[config.mk]
export PLATFORM = sky130hd
export DESIGN_NAME = fetch_stage
export DESIGN_NICKNAME = d
export VERILOG_FILES = /design/src/rtl/fetch_stage.sv
export SDC_FILE = /design/constraint.sdc
export NUM_CORES = 1
export LEC_CHECK = 0
export ABC_AREA = 1
export CAP_MARGIN = 10
export CORE_ASPECT_RATIO = 1.4
export CORE_MARGIN = 2
export CORE_UTILIZATION = 29
export CTS_CLUSTER_DIAMETER = 30
export DETAILED_ROUTE_END_ITERATION = 12
export DONT_BUFFER_PORTS = 1
export PLACE_DENSITY = 0.5
export SLEW_MARGIN = 20
export SYNTH_ARGS = -nofsm -noshare
export SYNTH_HDL_FRONTEND = slang
export SYNTH_SLANG_ARGS = --single-unit
[constraint.sdc]
create_clock -name clk -period 1.9 [get_ports clk]
set_clock_uncertainty 0.1 [all_clocks]
set_input_delay 0.19 -clock clk [delete_from_list [all_inputs] [get_ports clk]]
set_output_delay 0.19 -clock clk [all_outputs]
set_load 0.005 [all_outputs]
[src/rtl/fetch_stage.sv]
// ---------------------------------------------------------------------------
// fetch_stage
//   Instruction-fetch stage of the Riscv151 pipeline. Owns the PC register,
//   drives the synchronous-read BIOS and IMEM instruction ports, and hands
//   decode an aligned {pc, instruction, valid} bundle. It also keeps a count
//   of instructions accepted by decode and a sticky misaligned-target fault.
//
// Ports
//   clk, rst          system clock, synchronous active-high reset
//   stall             hold the current fetch (hazard stall from decode)
//   redirect_valid    execute requests a PC change (JAL/JALR/taken branch)
//   redirect_target   target address from execute (bit 0 ignored)
//   bios_addr/en      BIOS word address and read enable
//   bios_dout         BIOS read data, one-cycle latency
//   imem_addr/en      IMEM word address and read enable
//   imem_dout         IMEM read data, one-cycle latency
//   if_pc/if_inst     PC and instruction presented to decode
//   if_valid          if_inst is on the correct path and legal
//   fault, fault_pc   sticky misaligned-target fault and offending target
//   inst_count        saturating count of instructions accepted by decode
// ---------------------------------------------------------------------------
module fetch_stage #(
  parameter logic [31:0] RESET_PC = 32'h4000_0000,
  parameter logic [31:0] NOP_INST = 32'h0000_0013
) (
  input  logic        clk,
  input  logic        rst,
  input  logic        stall,
  input  logic        redirect_valid,
  input  logic [31:0] redirect_target,
  output logic [11:0] bios_addr,
  output logic        bios_en,
  input  logic [31:0] bios_dout,
  output logic [13:0] imem_addr,
  output logic        imem_en,
  input  logic [31:0] imem_dout,
  output logic [31:0] if_pc,
  output logic [31:0] if_inst,
  output logic        if_valid,
  output logic        fault,
  output logic [31:0] fault_pc,
  output logic [31:0] inst_count
);

  typedef enum logic [1:0] {RESET_S, RUN, FAULT} state_t;

  state_t      state;
  state_t      state_next;
  logic [31:0] pc_q;
  logic [31:0] next_pc;
  logic [31:0] tgt;
  logic        fault_redirect;
  logic        region_bios;
  logic        region_imem;

  // JALR semantics: the low bit of every target is dropped.
  assign tgt = redirect_target & ~32'h1;

  // A redirect whose word alignment is broken only traps while running.
  assign fault_redirect = (state == RUN) && redirect_valid && tgt[1];

  // Region of the instruction currently presented (data arrives one cycle
  // after pc_q was issued as the fetch address).
  assign region_bios = (pc_q[31:28] == 4'h4);
  assign region_imem = (pc_q[31:28] == 4'h1);

  // State register
  always_ff @(posedge clk) begin
    if (rst) begin
      state <= RESET_S;
    end else begin
      state <= state_next;
    end
  end

  // Next-state logic
  always_comb begin
    state_next = state;
    unique case (state)
      RESET_S: state_next = RUN;
      RUN:     state_next = fault_redirect ? FAULT : RUN;
      FAULT:   state_next = FAULT;
      default: state_next = RESET_S;
    endcase
  end

  // Next PC doubles as the fetch address. RESET_S re-issues the reset PC so
  // that the first RUN cycle sees word 0 from the BIOS; a faulting redirect
  // freezes the PC where it is.
  always_comb begin
    next_pc = pc_q + 32'd4;
    if (rst) begin
      next_pc = RESET_PC;
    end else if (state == FAULT || state == RESET_S) begin
      next_pc = pc_q;
    end else if (fault_redirect) begin
      next_pc = pc_q;
    end else if (redirect_valid) begin
      next_pc = tgt;
    end else if (stall) begin
      next_pc = pc_q;
    end
  end

  always_ff @(posedge clk) begin
    if (rst) begin
      pc_q <= RESET_PC;
    end else begin
      pc_q <= next_pc;
    end
  end

  always_ff @(posedge clk) begin
    if (rst) begin
      fault_pc <= '0;
    end else if (fault_redirect) begin
      fault_pc <= tgt;
    end
  end

  // if_valid already excludes redirect-killed instructions.
  always_ff @(posedge clk) begin
    if (rst) begin
      inst_count <= '0;
    end else if (if_valid && !stall && (inst_count != 32'hFFFF_FFFF)) begin
      inst_count <= inst_count + 32'd1;
    end
  end

  // Output logic
  always_comb begin
    bios_addr = next_pc[13:2];
    imem_addr = next_pc[15:2];
    bios_en   = (state != FAULT) && (next_pc[31:28] == 4'h4);
    imem_en   = (state != FAULT) && (next_pc[31:28] == 4'h1);
    fault     = (state == FAULT);
    if_pc     = pc_q;
    if_valid  = 1'b0;
    if_inst   = NOP_INST;
    if (rst) begin
      if_pc = RESET_PC;
    end else begin
      if_valid = (state == RUN) && (region_bios || region_imem) && !redirect_valid;
      if (if_valid) begin
        if_inst = region_bios ? bios_dout : imem_dout;
      end
    end
  end

endmodule

==> metrics <==
status=finished with violations; violated checks=negative hold slack, negative setup slack; Leak=approximately 3.7 nW; most common cell after layout, fill and taps aside=nand2_1; filler cell count=2196; fin crit share=123%; clock share of power=34.5%; DIE AREA=22800 µm²; Via-to-Cell Ratio=a little over 5; Finished Cell Area=9110 µm²; Reg power frac=42.2%; Pwr Density=577 nW/µm²; Chip Width=128 µm; max cap viols=0; Die Ht=178 µm; commonest cells after routing, fill and taps aside=nand2_1, nor2_1, buf_4, dfxtp_1, inv_1; number of global-route vias before repair=6553; critical path class=register to output port; cell-internal power=between 0.003 and 0.004 W; Psw=0.00172 W; global route overflow=0; Mapped Cells=997; Gate power share=23.3%; HPWL after DPL=18000 µm; Avg Synthesized Cell Area=between 6 and 7 µm²; Fmax achieved=about 430 MHz; Total Wirelength=between 20000 and 30000 µm; first-pass GRT wire length=36000 µm; # DRC=0; Post-synth EDFFs=0; CTS H-Tree Depth=3; Worst EP arrival=~2000 ps; clock tree buffer depth=2; Initial Utilization=29.6%; Post-synth ARST share=0%; # rows=63; Crit. End Element=output port; RSZ-0062 raised after global routing=true; HP Class=input pin to register; WP data required=1610 ps; Mapped Area=6270 µm²; area delta synth->final=45.3%; CTS root buf=clkbuf_16; CTS tree=built; share of cells above drive strength 1=a little under a third; sequential area share after synthesis=a little under a third; crit path launch type=register; drt wl/cell=18.4 µm; vias after detailed routing=approximately 7000; Setup violations, final=85; #FFs+latches synth=97; CTS buffer count=9; Warnings, synthesis=0; Final Max Slew Viols=0; CP max FO=3; Synth Flop Type=dfxtp_1; Pre-antenna DRT Iters=4; antenna violations before repair=0; nets=about 1200; largest net degree at the start of global routing=65; clock-pin slew on the worst setup and hold paths=80 ps; min Tclk post-route=2330 ps; worst skew pair latency=between 300 and 400 ps; Sw Ratio=between 30 and 40%; Ports=~260; Mapped Nets=1099; WHS=-7.01 ps; IO buf count=0; area of the core=21200 µm²; final hold violations=2; Antenna diodes=0; ANT nets after route=0; clk sinks=97; GPL Wtd Cong=~0.94; gr usage total=slightly above 20%; post-synth cell types=48; final setup margin=-434 ps; Iter 0 DRT Violations=roughly 360; utilization after layout=a little over two fifths; Peak supply drop=around 0.00043 V; Post-DP Area=7220 µm²
-- area by class of cell --
class,instances,area (µm²),area share [%]
Tap cell,260,325,3.57
Clock buffer,9,225,2.47
Clock inverter,6,50.0,0.549
Timing Repair Buffer,197,1860,20.4
Sequential cell,97,1970,21.6
Multi-Input combinational cell,746,4340,47.6
Inverter,81,339,3.72
-- worst paths after layout --
check	endpoint	startpoint	slack [ps]	cells past startpoint
min	pc_q[25]	redirect_valid	-7	2
max reg2reg	inst_count[29]	pc_q[29]	-40	12
min reg2reg	inst_count[4]	inst_count[4]	400	2
max	imem_en	pc_q[3]	-430	10
-- through the flow --
stage,hold slack (ps),setup WS (ps),power [W],TNS (ps),cells
floorplan,225,87.9,0.00284,0,997
global placement,173,-98.3,0.00304,-160,1320
detailed placement,178,-139,0.00305,-275,1320
CTS,0.758,-415,0.00504,-14740,1374
global route,16.3,-584,0.00548,-19990,1396
finish,-7.01,-434,0.00526,-9530,1396
-- sequential cells by signal (all words and copies together), names as in the netlist --
register	flops
fault_pc	31
state	2
inst_count	32
pc_q	32
-- power groups by stage --
stage | Sequential, W | Clock, W | Combinational [W]
2_1_floorplan | 0.00224 | 0 | 0.000603
3_3_place_gp | 0.00225 | 0 | 0.000796
3_5_place_dp | 0.00225 | 0 | 0.000802
4_1_cts | 0.00221 | 0.00186 | 0.000967
5_1_grt | 0.00223 | 0.00192 | 0.00133
6_report | 0.00222 | 0.00181 | 0.00123
-- critical path, stage by stage, from the launching register on --
cell and delay, ps:
dfxtp_2 370, ha_4 150, nand3_2 110, nor2_4 140, nand3_2 100, nor2_4 140, a21oi_1 100, o21ai_2 240
nand3_2 100, nor2_2 120, buf_4 120
-- layer usage --
layer  GRT usage [%]  vias to the layer above  routed length [µm]
li1                -                     3480                   -
met2            36.4                      227               13400
met5               0                        -                   0
met1            23.7                     3269                9830
met4            9.57                        0                 953
met3            3.48                       53                1450
-- synth_stat cells (7+ instances only) --
cell type	n	share of area, %
clkbuf_1	28	1.7
o21ai_1	15	1.2
dfxtp_1	97	31
inv_2	12	0.72
o211ai_1	12	1.4
xnor2_1	7	0.98
buf_2	8	0.64
nand2b_1	29	2.9
buf_4	29	3.5
xor2_1	18	2.5
nor3_1	23	1.8
nor2_1	158	9.5
nand3_1	49	3.9
nand4_1	12	1.2
nand2_1	238	14
inv_1	66	3.9
o21ai_0	48	3.8
a21oi_1	92	7.3
-- kinds of logic (layout without fill, tap and decap cells) --
kind of cell               after synthesis  in the layout  share of synthesized area, %
AOI/OAI and AO/OA                      183            183                          16.0
and+or+nand+nor                        535            535                          37.5
other                                    1              1                        0.0598
adders and majority gates                2              2                         0.399
buffers and inverters                  154            293                          11.6
xor gates and xnor gates                25             25                          3.49
DFF                                     97             97                          31.0
-- repair_timing --
item / 4_1_cts / 5_1_grt
cloned: 0 / 6
endpoints found under the setup margin: 65 / 103
endpoints found under the hold margin: 91 / 0
pin swaps: 25 / 47
resized for setup: 59 / 190
buffers inserted: 5 / 17
hold buffers: 34 / 0
No activity file was read; power rests on OpenSTA's default activity.
